$ cat src/rtl/sdb_pkg.sv
// Shared types and constants for the SD boot sequencer.
// Contents: FSM state enum, SD command frame struct, opcodes, core flag bit
// indices and the error codes reported on sdb_errcode_o.
package sdb_pkg;

   typedef enum logic [3:0] {
      ST_IDLE,
      ST_INIT,
      ST_CMD_SETUP,
      ST_CMD_ISSUE,
      ST_DATA,
      ST_BLK_DONE,
      ST_RETRY,
      ST_DONE,
      ST_ERROR
   } state_e;

   localparam logic [7:0] CMD17   = 8'h51;
   localparam logic [7:0] CMD_CRC = 8'hFF;
   localparam logic [7:0] OP_READ = 8'h11;
   localparam logic [7:0] OP_IDLE = 8'h00;

   localparam int unsigned WORDS_PER_BLK = 128;
   localparam int unsigned CNT_W         = 8;
   localparam int unsigned TO_W          = 20;

   localparam int unsigned FLAG_VALID    = 0;
   localparam int unsigned FLAG_BLK_DONE = 1;
   localparam int unsigned FLAG_ERR      = 2;

   localparam logic [1:0] ERR_NONE    = 2'b00;
   localparam logic [1:0] ERR_INIT_TO = 2'b01;
   localparam logic [1:0] ERR_DATA_TO = 2'b10;
   localparam logic [1:0] ERR_RETRY   = 2'b11;

   // 48-bit SPI command frame handed to the core
   typedef struct packed {
      logic [7:0]  opcode;
      logic [31:0] arg;
      logic [7:0]  crc;
   } sd_cmd_t;

   function automatic sd_cmd_t cmd17_frame(input logic [31:0] lba);
      sd_cmd_t f;
      f.opcode = CMD17;
      f.arg    = lba;
      f.crc    = CMD_CRC;
      return f;
   endfunction

endpackage

$ cat src/rtl/sdb_timeout_ctr.sv
// Inactivity counter shared by the init wait and the data wait.
// Ports: clk/rst_n (async active-low), clear (restart count), enable (count
// this cycle), expired_c (count has reached LIMIT; decoded from the register).
module sdb_timeout_ctr #(
   parameter int unsigned         CNT_W = 20,
   parameter logic [CNT_W-1:0]    LIMIT = '1
) (
   input  logic clk,
   input  logic rst_n,
   input  logic clear,
   input  logic enable,
   output logic expired_c
);

   logic [CNT_W-1:0] cnt_q;

   // Saturating up-counter; clear has priority over counting
   always_ff @(posedge clk or negedge rst_n) begin
      if (!rst_n) begin
         cnt_q <= '0;
      end else if (clear) begin
         cnt_q <= '0;
      end else if (enable && (cnt_q != LIMIT)) begin
         cnt_q <= cnt_q + CNT_W'(1);
      end
   end

   assign expired_c = (cnt_q == LIMIT);

endmodule

$ cat src/rtl/sd_boot_sequencer.sv
// Boot-time loader driving the SPI microSDHC core: initialises the card,
// reads NUM_BLOCKS consecutive blocks from START_LBA with CMD17 and writes the
// returned words to boot memory, with per-block retries and inactivity timeouts.
// Ports:
//   sdb_clk_i, sdb_rst_i        clock, async active-low reset
//   sdb_start_i                 start request (sampled in IDLE only)
//   spi_init_o / spi_initdone_i card init request / acknowledge
//   spi_enableoper_o            one-cycle command strobe
//   spi_statusreg_o, spi_cmd_o  opcode and command frame to the core
//   spi_data_i, spi_flagreg_i   read word and {err, blk_done, valid} pulses
//   mem_we_o/addr_o/data_o      boot memory write port
//   sdb_busy_o/done_o/err_o     status; done/err are sticky
//   sdb_errcode_o               01 init timeout, 10 data timeout, 11 retries exhausted
module sd_boot_sequencer
   import sdb_pkg::*;
#(
   parameter logic [31:0] START_LBA  = 32'd0,
   parameter int unsigned NUM_BLOCKS = 8,
   parameter int unsigned MEM_AW     = 12,
   parameter logic [19:0] TIMEOUT    = 20'd100000,
   parameter int unsigned MAX_RETRY  = 3
) (
   input  logic              sdb_clk_i,
   input  logic              sdb_rst_i,
   input  logic              sdb_start_i,
   output logic              spi_init_o,
   input  logic              spi_initdone_i,
   output logic              spi_enableoper_o,
   output logic [7:0]        spi_statusreg_o,
   output logic [47:0]       spi_cmd_o,
   input  logic [31:0]       spi_data_i,
   input  logic [2:0]        spi_flagreg_i,
   output logic              mem_we_o,
   output logic [MEM_AW-1:0] mem_addr_o,
   output logic [31:0]       mem_data_o,
   output logic              sdb_busy_o,
   output logic              sdb_done_o,
   output logic              sdb_err_o,
   output logic [1:0]        sdb_errcode_o
);

   state_e             state_q, state_d;
   logic [CNT_W-1:0]   blk_idx_q, blk_idx_d;
   logic [CNT_W-1:0]   word_cnt_q, word_cnt_d;
   logic [CNT_W-1:0]   retry_cnt_q, retry_cnt_d;
   logic               last_to_q, last_to_d;
   sd_cmd_t            cmd_q, cmd_d;

   logic               mem_we_d;
   logic [MEM_AW-1:0]  mem_addr_d;
   logic [31:0]        mem_data_d;
   logic               done_d, err_d;
   logic [1:0]         errcode_d;
   logic               busy_d, init_d, enoper_d;
   logic [7:0]         status_d;

   logic               to_clear, to_enable, to_expired;
   logic               blk_full;

   assign spi_cmd_o = cmd_q;
   assign blk_full  = (32'(word_cnt_q) == WORDS_PER_BLK);

   // Inactivity restarts on every state change and on any core flag
   assign to_clear  = (state_d != state_q) || (|spi_flagreg_i);
   assign to_enable = (state_q == ST_INIT) || (state_q == ST_DATA);

   sdb_timeout_ctr #(
      .CNT_W (TO_W),
      .LIMIT (TIMEOUT)
   ) u_timeout (
      .clk       (sdb_clk_i),
      .rst_n     (sdb_rst_i),
      .clear     (to_clear),
      .enable    (to_enable),
      .expired_c (to_expired)
   );

   // Next-state and next-output logic; outputs are registered from these
   always_comb begin
      state_d     = state_q;
      blk_idx_d   = blk_idx_q;
      word_cnt_d  = word_cnt_q;
      retry_cnt_d = retry_cnt_q;
      last_to_d   = last_to_q;
      cmd_d       = cmd_q;
      mem_we_d    = 1'b0;
      mem_addr_d  = mem_addr_o;
      mem_data_d  = mem_data_o;
      done_d      = sdb_done_o;
      err_d       = sdb_err_o;
      errcode_d   = sdb_errcode_o;

      case (state_q)
         ST_IDLE: begin
            if (sdb_start_i) state_d = ST_INIT;
         end

         ST_INIT: begin
            if (spi_initdone_i) begin
               state_d = ST_CMD_SETUP;
            end else if (to_expired) begin
               state_d   = ST_ERROR;
               err_d     = 1'b1;
               errcode_d = ERR_INIT_TO;
            end
         end

         ST_CMD_SETUP: begin
            cmd_d      = cmd17_frame(START_LBA + 32'(blk_idx_q));
            word_cnt_d = '0;
            state_d    = ST_CMD_ISSUE;
         end

         ST_CMD_ISSUE: begin
            state_d = ST_DATA;
         end

         // Error beats block-complete beats word-valid; no write on a failing cycle
         ST_DATA: begin
            if (spi_flagreg_i[FLAG_ERR]) begin
               state_d   = ST_RETRY;
               last_to_d = 1'b0;
            end else if (spi_flagreg_i[FLAG_BLK_DONE]) begin
               state_d   = blk_full ? ST_BLK_DONE : ST_RETRY;
               last_to_d = 1'b0;
            end else if (spi_flagreg_i[FLAG_VALID]) begin
               if (blk_full) begin
                  state_d   = ST_RETRY;
                  last_to_d = 1'b0;
               end else begin
                  mem_we_d   = 1'b1;
                  mem_data_d = spi_data_i;
                  mem_addr_d = MEM_AW'(32'(blk_idx_q) * WORDS_PER_BLK + 32'(word_cnt_q));
                  word_cnt_d = word_cnt_q + CNT_W'(1);
               end
            end else if (to_expired) begin
               state_d   = ST_RETRY;
               last_to_d = 1'b1;
            end
         end

         ST_BLK_DONE: begin
            blk_idx_d   = blk_idx_q + CNT_W'(1);
            retry_cnt_d = '0;
            if (32'(blk_idx_q) + 32'd1 == NUM_BLOCKS) begin
               state_d = ST_DONE;
               done_d  = 1'b1;
            end else begin
               state_d = ST_CMD_SETUP;
            end
         end

         // Re-issue the same block; its write addresses restart at the block base
         ST_RETRY: begin
            if (32'(retry_cnt_q) < MAX_RETRY) begin
               retry_cnt_d = retry_cnt_q + CNT_W'(1);
               state_d     = ST_CMD_SETUP;
            end else begin
               state_d   = ST_ERROR;
               err_d     = 1'b1;
               errcode_d = last_to_q ? ERR_DATA_TO : ERR_RETRY;
            end
         end

         ST_DONE, ST_ERROR: begin
            state_d = state_q;
         end

         default: begin
            state_d = ST_IDLE;
         end
      endcase

      busy_d   = !((state_d == ST_IDLE) || (state_d == ST_DONE) || (state_d == ST_ERROR));
      init_d   = (state_d != ST_IDLE);
      enoper_d = (state_d == ST_CMD_ISSUE);
      status_d = (busy_d && (state_d != ST_INIT)) ? OP_READ : OP_IDLE;
   end

   // State, counters and registered outputs
   always_ff @(posedge sdb_clk_i or negedge sdb_rst_i) begin
      if (!sdb_rst_i) begin
         state_q          <= ST_IDLE;
         blk_idx_q        <= '0;
         word_cnt_q       <= '0;
         retry_cnt_q      <= '0;
         last_to_q        <= 1'b0;
         cmd_q            <= '0;
         spi_init_o       <= 1'b0;
         spi_enableoper_o <= 1'b0;
         spi_statusreg_o  <= OP_IDLE;
         mem_we_o         <= 1'b0;
         mem_addr_o       <= '0;
         mem_data_o       <= '0;
         sdb_busy_o       <= 1'b0;
         sdb_done_o       <= 1'b0;
         sdb_err_o        <= 1'b0;
         sdb_errcode_o    <= ERR_NONE;
      end else begin
         state_q          <= state_d;
         blk_idx_q        <= blk_idx_d;
         word_cnt_q       <= word_cnt_d;
         retry_cnt_q      <= retry_cnt_d;
         last_to_q        <= last_to_d;
         cmd_q            <= cmd_d;
         spi_init_o       <= init_d;
         spi_enableoper_o <= enoper_d;
         spi_statusreg_o  <= status_d;
         mem_we_o         <= mem_we_d;
         mem_addr_o       <= mem_addr_d;
         mem_data_o       <= mem_data_d;
         sdb_busy_o       <= busy_d;
         sdb_done_o       <= done_d;
         sdb_err_o        <= err_d;
         sdb_errcode_o    <= errcode_d;
      end
   end

endmodule

$ cat config.mk
export PLATFORM = sky130hd
export DESIGN_NAME = sd_boot_sequencer
export DESIGN_NICKNAME = d
export VERILOG_FILES = /design/src/rtl/sdb_pkg.sv /design/src/rtl/sdb_timeout_ctr.sv /design/src/rtl/sd_boot_sequencer.sv
export SDC_FILE = /design/constraint.sdc
export NUM_CORES = 1
export LEC_CHECK = 0
export BUFFER_PORTS_ARGS = -buffer_cell sky130_fd_sc_hd__buf_2
export CELL_PAD_IN_SITES_DETAIL_PLACEMENT = 1
export CELL_PAD_IN_SITES_GLOBAL_PLACEMENT = 1
export CORE_ASPECT_RATIO = 1.4
export CORE_MARGIN = 5
export CORE_UTILIZATION = 33
export DETAILED_ROUTE_END_ITERATION = 16
export HOLD_SLACK_MARGIN = 0.12
export PLACE_DENSITY_LB_ADDON = 0.2
export RECOVER_POWER = 50
export SETUP_SLACK_MARGIN = 0.15
export SLEW_MARGIN = 20
export SYNTH_ARGS = -nofsm -noshare
export SYNTH_HDL_FRONTEND = slang
export SYNTH_SLANG_ARGS = --single-unit
$ cat constraint.sdc
create_clock -name sdb_clk_i -period 2.3 [get_ports sdb_clk_i]
set_input_delay 0.23 -clock sdb_clk_i [delete_from_list [all_inputs] [get_ports sdb_clk_i]]
set_output_delay 0.23 -clock sdb_clk_i [all_outputs]
set_load 0.02 [all_outputs]
# ---- Word-level counts from Yosys, hierarchy flattened
# Cells that the tools add are included.
dict set report op_classes {
  n_bitwise 3
  order_cmp 1
  n_eq_ne 26
  add_sub_neg 6
  n_reduce_logical 23
  n_mux 40
}
# cell count
set ops {}
lappend ops {{$mux 20} 2}
lappend ops {{$mux 8} 5}
lappend ops {{$mux 4} 9}
lappend ops {{$pmux 4 s8} 1}
lappend ops {{$pmux 8 s2} 2}
lappend ops {{$add 8x1->8 const B} 3}
lappend ops {{$add 20x1->20 const B} 1}
lappend ops {{$eq 20x17->1 const B} 1}
lappend ops {{$eq 4x3->1 const B} 5}
lappend ops {{$ne 20x17->1 const B} 1}
lappend ops {{$ne 2x2->1 const B} 8}
lappend ops {{$mux 1} 13}
lappend ops {{$add 12x8->12} 1}
lappend ops {{$eq 4x2->1 const B} 3}
lappend ops {{$reduce_and 5->1} 2}
lappend ops {{$add 8x1->9 const B} 1}
lappend ops {{$eq 9x4->1 const B} 1}
lappend ops {{$eq 4x4->1 const B} 2}
lappend ops {{$eq 8x8->1 const B} 1}
lappend ops {{$logic_not 4->1} 2}
lappend ops {{$lt 8x2->1 const B} 1}
lappend ops {{$mux 2} 4}
lappend ops {{$ne 4x1->1 const B} 2}
lappend ops {{$reduce_bool 2->1} 4}
lappend ops {{other kinds (16)} 24}
dict set report totals {
  register_bits 116
  wordCells 118
  in_bits 39
}

# ---- Longest topological paths before layout
# Gate-level depths: netlist of the first run.
dict set report logic_depth {
  ltp_word 12
  ltp_mapped 9
}

# ---- Modules after synthesis
# From an unflattened synthesis of the first run, not the netlist that was laid out.
dict set report unflattened {
  cells_unflattened 482
  area_unflattened_um2 5494.0
}
# module instances area_each_um2 cells_each
set by_module_without_submodules {}
lappend by_module_without_submodules {sd_boot_sequencer 1 4391.7 364}
lappend by_module_without_submodules {sdb_timeout_ctr 1 1102.3 118}

# ---- Worst setup path after synthesis of the first run
# OpenSTA, ideal clock, no wires.
dict set report synth_path {
  kind {register to register}
  startpoint {register word_cnt_q[0]}
  endpoint {register u_timeout.cnt_q[0]}
  arrival_ns 2.248
  stages_incl_launch_ff 10
  path_buffers 1
  period_less_slack_ns 2.334
  setup_time_ns 0.086
  slack_ns -0.034
  required_ns 2.214
  path_cell_list {dfrtp_1 > inv_1 > ha_1 > nor3b_1 > nand3_1 > nor3b_1 > a211o_1 > o21a_1 > clkbuf_1 > nor3_1}
}
dict set report synth_between {
  elab_chain_len 9
  elab_cells_between_ends 11
  classes_between {2 x eq/ne; 7 x mux; 2 x reduce/logical}
}
# element line_no
set synth_rtl {}
lappend synth_rtl {{from (decl)} sd_boot_sequencer.sv:44} ;# logic [CNT_W-1:0] word_cnt_q, word_cnt_d;
lappend synth_rtl {{from (signal assigned)} sd_boot_sequencer.sv:202} ;# word_cnt_q <= word_cnt_d;
lappend synth_rtl {{$eq 8x8->1 (*)} sd_boot_sequencer.sv:61} ;# assign blk_full = (32'(word_cnt_q) == WORDS_PER_BLK);
lappend synth_rtl {{$mux 4} sd_boot_sequencer.sv:127} ;# if (blk_full) begin
lappend synth_rtl {{$mux 4} sd_boot_sequencer.sv:126} ;# end else if (spi_flagreg_i[FLAG_VALID]) begin
lappend synth_rtl {{$mux 4 (*)} sd_boot_sequencer.sv:123} ;# end else if (spi_flagreg_i[FLAG_BLK_DONE]) begin
lappend synth_rtl {{$mux 4 (*)} sd_boot_sequencer.sv:120} ;# if (spi_flagreg_i[FLAG_ERR]) begin
lappend synth_rtl {{$pmux 4 s8 (*)} sd_boot_sequencer.sv:93} ;# case (state_q)
lappend synth_rtl {{net state_d[1]} sd_boot_sequencer.sv:42} ;# state_e state_q, state_d;
lappend synth_rtl {{$ne 4x4->1 (*)} sd_boot_sequencer.sv:64} ;# assign to_clear = (state_d != state_q) || (|spi_flagreg_i);
lappend synth_rtl {{$logic_or 1x1->1 (*)} sd_boot_sequencer.sv:64}
lappend synth_rtl {{$mux 20 or $reduce_bool 2->1 (tied branches)} -}
lappend synth_rtl {{to (signal assigned)} sdb_timeout_ctr.sv:24} ;# cnt_q <= cnt_q + CNT_W'(1);
lappend synth_rtl {{to (decl)} sdb_timeout_ctr.sv:15} ;# logic [CNT_W-1:0] cnt_q;
# Mark *: on every way through the listed nets, which the timed path passes. The rest lies on a longest branch.
# A chain may end at the register's enable or synchronous reset.

# ---- Worst setup path in the final report of the first run
dict set report layout_path {
  startpoint {register state_q[1]}
  endpoint {register mem_addr_o[6]}
}
dict set report layout_between {
  elab_chain_len 2
}
# element line_no
set layout_rtl {}
lappend layout_rtl {{from (decl)} sd_boot_sequencer.sv:42}
lappend layout_rtl {{from (signal assigned)} sd_boot_sequencer.sv:200} ;# state_q <= state_d;
lappend layout_rtl {{$eq 4x3->1} sd_boot_sequencer.sv:93}
lappend layout_rtl {{$reduce_and 5->1 (no source line)} -}
lappend layout_rtl {{to (signal assigned)} sd_boot_sequencer.sv:210} ;# mem_addr_o <= mem_addr_d;
lappend layout_rtl {{to (decl)} sd_boot_sequencer.sv:34} ;# output logic [MEM_AW-1:0] mem_addr_o,
# No other way between the ends.

==> flow_summary.toml, run 1 <==
[status]
result_of_the_run = "finished clean"

[power]
p_per_area_nw_per_um2 = 1040
static-leakage-power_uw = 0.00344
irDropWorstVdd_v = 0.000586

[clock_network]
worst_skew_pair.late_latency_ps = 360
htreeDepth = 3
tritoncts = "yes"
cts_inserted_buffers = 9
clk_pin_slew_worst_paths_ps = 70
clk_path_buf_depth = 2
numClockSinks = 111
cts_root_buffer = "sky130_fd_sc_hd__clkbuf_16"

[timing]
timing.max_slew.rel_slack = 0.127
fin_worst_skew_ps = 10.3
period_minus_slack_ps = 2220
grt_setup_unrepaired = "true"
max_slew.worst_pin.slew_ps = 1310
maxClockFrequency_ghz = 0.451
final-setup-viol-count = 0
finalHoldViolCount = 0
slew_viol_final = 0
setup_total_negative_slack_ps = 0
timing.final.crit_share = 0.963

[critical_path]
crit_path_end_kind = "register"
critical_setup_path_class = "register to register"
reg2reg_slack_ps = 80
arrival_ps = 2450
timing.critical_path.fanout_max = 8
cp-start-kind = "register"
critical_path_required_ps = 2540

[yosys]
syn_area_um2 = 5340
synth_enable_flop_cells = 0
avgSynthCellArea_um2 = 11.2
ys_seq_area_frac = 0.521
synth.distinct_cells = 49
ys_seq_elements = 111
synth.yosys.warnings = 0
share_of_async_settable_or_async_resettable_flops_after_synthesis = 1.00
synth-main-ff-cell = "sky130_fd_sc_hd__dfrtp_1"
synthesis.instances = 475

[grt]
grt_overflow = 0
maximum_number_of_pins_on_one_net_before_global_route_repair = 66
wire_length_of_the_first_global_routing_pass_um = 23100
grt_antenna_before_repair = 0
grt_pass1_vias = 4494
global_route_usage_over_all_layers = 0.148

[floorplan]
fp.dieW_um = 117
io-pin-count = 147
core_region_area_um2 = 16000
die_y_um = 160
initial_core_utilization = 0.333
dieArea_um2 = 18900
row_count = 55

[route]
dr.pass1.iters = 4
drt_wl_total_um = 14400
drt_iter0_markers = 151
viasPerCell = 4.73
final_antenna_net_count = 0
num_vias = 4089
wl_per_cell_um = 16.7
drc = 0

[cells_and_area]
filler_cell_count = 1755
final_util = 0.464
n_antenna_cell = 0
area.growth.synth_to_final_pct = 39.3
multi_input_comb_area_um2 = 2580
final_design_area_no_fill_um2 = 7440
finish.net_count = 708
layout-drive-gt1-share = 0.372
final-seq-area_um2 = 2780

[place]
dp_hpwl_um = 9600
placedInstanceArea_um2 = 6260
port_buffers = 111
final_weighted_congestion_in_routability_driven_placement = 0.787

[job]
max_cap_violations = 0

[hold_path]
holdCritPathClass = "input pin to register"
cell families after synthesis:
family          synth area share
compound gates            0.0455
fa+ha+maj                 0.0188
other cells             0.000703
xor+xnor                  0.0574
mux                        0.109
flops                      0.521
simple gates               0.158
buf+inv                   0.0898
synthesized netlist by cell type, types with 4 or more instances:
library cell,count,area (um2)
sky130_fd_sc_hd__xnor2_1,19,166
sky130_fd_sc_hd__buf_4,46,345
sky130_fd_sc_hd__clkbuf_1,9,33.8
sky130_fd_sc_hd__nand2_1,24,90.1
sky130_fd_sc_hd__a21oi_1,6,30.0
sky130_fd_sc_hd__nor2_1,28,105
sky130_fd_sc_hd__ha_1,8,100
sky130_fd_sc_hd__and3_1,5,31.3
sky130_fd_sc_hd__dfrtp_1,111,2780
sky130_fd_sc_hd__inv_1,10,37.5
sky130_fd_sc_hd__mux2_2,50,563
sky130_fd_sc_hd__nand3_1,12,60.1
sky130_fd_sc_hd__xor2_1,16,140
sky130_fd_sc_hd__buf_2,11,55.1
sky130_fd_sc_hd__or3_1,6,37.5
sky130_fd_sc_hd__nor2b_1,8,50.1
sky130_fd_sc_hd__or3b_2,4,35.0
sky130_fd_sc_hd__nand4_1,10,62.6
sky130_fd_sc_hd__nor3_1,34,170
sky130_fd_sc_hd__o21ai_0,8,40.0
layer usage:
| layer | global-route usage | routed length, um |
|---|---|---|
| met5 | 0 | 0 |
| met4 | 0.0459 | 197 |
| met3 | 0.0398 | 714 |
| met2 | 0.268 | 7680 |
| met1 | 0.170 | 5860 |
through the flow:
| step | std cells | power [uW] | hold WS [ps] | worst slack (ps) |
|---|---|---|---|---|
| after floorplan | 509 | 4460 | -65.6 | 78.7 |
| after global placement | 798 | 5470 | 146 | -15.1 |
| after detailed placement | 798 | 5550 | 148 | -116 |
| after CTS | 855 | 7470 | 266 | 83.4 |
| after global routing | 865 | 8230 | 312 | -54.7 |
| final | 865 | 7740 | 279 | 84.3 |
final timing paths:
| path | from | to | cells after the start |
|---|---|---|---|
| worst max-delay path | state_q[1] | mem_addr_o[6] | 6 |
| worst min-delay path | spi_flagreg_i[1] | last_to_q | 3 |
| worst max register to register | state_q[1] | mem_addr_o[6] | 6 |
| worst min register to register | sdb_done_o | sdb_done_o | 1 |
| max in group asynchronous | sdb_rst_i | blk_idx_q[1] | 3 |
| min in group asynchronous | sdb_rst_i | mem_data_o[23] | 2 |
critical path: stages, from the launching register on:
cell and delay, ps:
sky130_fd_sc_hd__dfrtp_1 420, sky130_fd_sc_hd__or4b_4 540, sky130_fd_sc_hd__buf_6 140, sky130_fd_sc_hd__a211oi_4 250
sky130_fd_sc_hd__buf_6 240, sky130_fd_sc_hd__clkbuf_16 190, sky130_fd_sc_hd__mux2_4 300
final cells by class:
class                           instances  share of cell area
Clock buffer                            9              0.0303
Clock inverter                          7             0.00824
Inverter                               10             0.00505
Multi-Input combinational cell        320               0.347
Sequential cell                       111               0.374
Tap cell                              199              0.0335
Timing Repair Buffer                  209               0.202
power breakdown:
group	switching, uW	total [uW]	internal (uW)
clock network	777	1540	760
registers	294	2700	2410
logic	1880	3500	1620
registers in the layout, summed over array words and instances (netlist names):
signal / cells
retry_cnt_q: 8
sdb_busy_o: 1
spi_init_o: 1
spi_enableoper_o: 1
blk_idx_q: 8
u_timeout.cnt_q: 20
state_q: 4
spi_statusreg_o: 1
last_to_q: 1
mem_data_o: 32
spi_cmd_o: 9
sdb_errcode_o: 2
sdb_done_o: 1
mem_we_o: 1
word_cnt_q: 8
sdb_err_o: 1
mem_addr_o: 12
repair_timing:
item	in CTS	in global routing
setup buffers	6	6
hold buffers	34	0
pin swaps	2	6
hold endpoints to repair	79	0
endpoints found under the setup margin	70	70
gates resized for setup	23	73
cloned	1	4
cells in the final DEF, fill, tap and decap left out, types with 5 or more instances in the layout:
master                            n
sky130_fd_sc_hd__nand4_1         10
sky130_fd_sc_hd__nor3_2          10
sky130_fd_sc_hd__inv_1           10
sky130_fd_sc_hd__buf_4           45
sky130_fd_sc_hd__nor2_1          25
sky130_fd_sc_hd__nor2b_1          8
sky130_fd_sc_hd__conb_1          35
sky130_fd_sc_hd__mux2_4          40
sky130_fd_sc_hd__nand3_1         11
sky130_fd_sc_hd__nand2_1         22
sky130_fd_sc_hd__buf_6            7
sky130_fd_sc_hd__or3_1            5
sky130_fd_sc_hd__clkbuf_16       12
sky130_fd_sc_hd__o21ai_0          7
sky130_fd_sc_hd__mux2_2          10
sky130_fd_sc_hd__dfrtp_1        111
sky130_fd_sc_hd__xnor2_1         19
sky130_fd_sc_hd__xor2_1          15
sky130_fd_sc_hd__dlygate4sd3_1   34
sky130_fd_sc_hd__buf_2           75
sky130_fd_sc_hd__clkbuf_1        36
sky130_fd_sc_hd__ha_1             8
sky130_fd_sc_hd__nor3_1          23
(Power assumes the default switching activity.)
==> run 2, diff against run 1 <==
--- a/config.mk
+++ b/config.mk
@@ -6,9 +6,7 @@
 export NUM_CORES = 1
 export LEC_CHECK = 0
 export BUFFER_PORTS_ARGS = -buffer_cell sky130_fd_sc_hd__buf_2
-export CELL_PAD_IN_SITES_DETAIL_PLACEMENT = 1
-export CELL_PAD_IN_SITES_GLOBAL_PLACEMENT = 1
-export CORE_ASPECT_RATIO = 1.4
+export CORE_ASPECT_RATIO = 1.75
 export CORE_MARGIN = 5
 export CORE_UTILIZATION = 33
 export DETAILED_ROUTE_END_ITERATION = 16
==> flow_summary.toml, run 2 (synthesized netlist as in run 1, its figures left out) <==
[route]
drt_wl_total_um = 13600
num_vias = 4037
wl_per_cell_um = 16.0
drt_iter0_markers = 124
drc = 0
final_antenna_net_count = 0
dr.pass1.iters = 5
viasPerCell = 4.78

[power]
power_switching_uw = 2830
combPwrFrac = 0.409
sequential_group_share_of_total_power = 0.373
cellInternalPower_uw = 4380
sw_frac_of_total = 0.392
clock_power_share = 0.218
p_per_area_nw_per_um2 = 1030
irDropWorstVdd_v = 0.000528
static-leakage-power_uw = 0.00317

[cells_and_area]
area.growth.synth_to_final_pct = 30.8
layout-drive-gt1-share = 0.311
largest_registers = "mem_data_o: 32 flops, u_timeout.cnt_q: 20 flops, mem_addr_o: 12 flops"
mostFrequentLayoutCell = "sky130_fd_sc_hd__dfrtp_1"
max_reg_flops = 32
final_cell_mix = "110 x sky130_fd_sc_hd__dfrtp_1, 61 x sky130_fd_sc_hd__clkbuf_1, 50 x sky130_fd_sc_hd__mux2_2"
n_antenna_cell = 0
final_cell_count_no_fill = 845
registers.top_by_ff_count = "mem_data_o"
finish.net_count = 698

[clock_network]
htreeDepth = 3
clk_pin_slew_worst_paths_ps = 80
numClockSinks = 111
tritoncts = "yes"
cts_inserted_buffers = 9
worst_skew_pair.late_latency_ps = 360
cts_root_buffer = "sky130_fd_sc_hd__clkbuf_16"
clk_path_buf_depth = 2

[timing]
max_slew.worst_pin.slew_ps = 883
maxClockFrequency_ghz = 0.451
finalHoldViolCount = 0
final-setup-viol-count = 0
fin_worst_skew_ps = 18.7
timing.max_slew.rel_slack = 0.411
timing.final.crit_share = 0.963
slew_viol_final = 0
grt_setup_unrepaired = "true"
final.hold.worst_slack_ps = 232
period_minus_slack_ps = 2220

[critical_path]
timing.critical_path.fanout_max = 20
crit_slowest_cell = "sky130_fd_sc_hd__or4b_4"
logic_depth_of_the_worst_setup_path_including_buffers = 6
cpPeakStageDelay_ps = 570
reg2reg_slack_ps = 80
critical_setup_path_class = "register to register"
crit_path_end_kind = "register"
worstPathCellList = "or4b_4 > o32a_1 > and3b_1 > o221ai_2 > buf_12 > nor3_1"
regToRegStartpoint = "state_q[1]"
critical_path.n_buffers_inverters = 1
cp_top_family = "simple AND/OR/NAND/NOR gates"
timing.reg2reg.worst_path_depth = 6
arrival_ps = 2440
timing.rr.end = "u_timeout.cnt_q[10]"
critical_path_required_ps = 2530
cp-startpoint = "state_q[1]"
cp-start-kind = "register"

[place]
dp_hpwl_um = 9740
post-place-cells = 791
port_buffers = 111
final_weighted_congestion_in_routability_driven_placement = 0.887

[hold_path]
hold_path_end = "spi_statusreg_o[0]"
holdPathStages = 3
worst_hold_startpoint = "sdb_start_i"
holdCritPathClass = "input pin to register"

[floorplan]
io-pin-count = 147
fp.dieW_um = 106
core_region_area_um2 = 15900
dieArea_um2 = 18900
initial_core_utilization = 0.336
die_y_um = 178
row_count = 61

[grt]
grt_overflow = 0
grt_antenna_before_repair = 0
grt_pass1_vias = 4364
maximum_number_of_pins_on_one_net_before_global_route_repair = 56
global_route_usage_over_all_layers = 0.143
wire_length_of_the_first_global_routing_pass_um = 21700

[job]
max_cap_violations = 0

[status]
result_of_the_run = "finished clean"
[run 2: cell count changes in the layout (fill, tap and decap cells not counted), moves of 4 or more]
cell	before	now
sky130_fd_sc_hd__mux2_2	10	50
sky130_fd_sc_hd__clkbuf_1	36	61
sky130_fd_sc_hd__buf_4	45	49
sky130_fd_sc_hd__nor3_2	10	6
sky130_fd_sc_hd__mux2_4	40	0
sky130_fd_sc_hd__buf_6	7	1
sky130_fd_sc_hd__nor3_1	23	27
sky130_fd_sc_hd__buf_2	75	49
[run 2: how the worst max path moves through the flow]
stage / endpoint
5_1_grt: u_timeout.cnt_q[3]
4_1_cts: u_timeout.cnt_q[16]
3_5_place_dp: u_timeout.cnt_q[16]
3_3_place_gp: u_timeout.cnt_q[0]
2_1_floorplan: word_cnt_q[6]
6_report: u_timeout.cnt_q[10]
[run 2: power by group through the flow]
stage	sequential, uW	clock, uW	combinational, uW
2_1_floorplan	3120	0	1340
4_1_cts	2690	1620	3010
3_3_place_gp	2700	0	2820
3_5_place_dp	2720	0	2880
5_1_grt	2750	1690	3180
6_report	2690	1570	2950
[run 2: stage by stage]
stage	setup TNS [ps]	util	area, um2	setup slack [ps]	power [uW]
2_1_floorplan	0	-	5480	78.7	4460
3_3_place_gp	0	0.395	6270	47.2	5520
3_5_place_dp	-5.67	0.395	6270	-4.89	5600
4_1_cts	0	0.439	6970	78.2	7320
5_1_grt	-3.12	0.440	6980	-3.12	7620
6_report	0	0.440	6980	84.7	7210
[run 2: layout make-up]
class,count,area [um2]
fillers,1538,8890
well taps,189,236
clock inverters,7,72.6
clock buffers,9,225
multi-input cells,320,2350
repair buffers,199,1280
inverters,10,37.5
flip-flops and latches,111,2780
[run 2: worst register-to-register path, delay by kind of cell, from the launching register on]
family / cells / cell delay [ps]
DFF: 1 / 460
and+or+nand+nor: 3 / 850
AOI/OAI and AO/OA: 2 / 580
buffers and inverters: 1 / 200
[run 2: timing repair]
action	4_1_cts	5_1_grt
endpoints found under the hold margin	64	0
buffers inserted	2	2
pin swaps	4	6
hold buffers	33	0
endpoints found under the setup margin	68	69
resized for setup	13	17
cloned	0	1
[run 2: layer usage]
metal | part of all wire | vias up | global-route usage | routed length (um)
li1 | - | 1913 | - | -
met1 | 0.36 | 1989 | 0.145 | 4820
met2 | 0.58 | 121 | 0.283 | 7850
met3 | 0.048 | 14 | 0.0301 | 650
met4 | 0.017 | 0 | 0.0481 | 229
met5 | 0 | - | 0 | 0
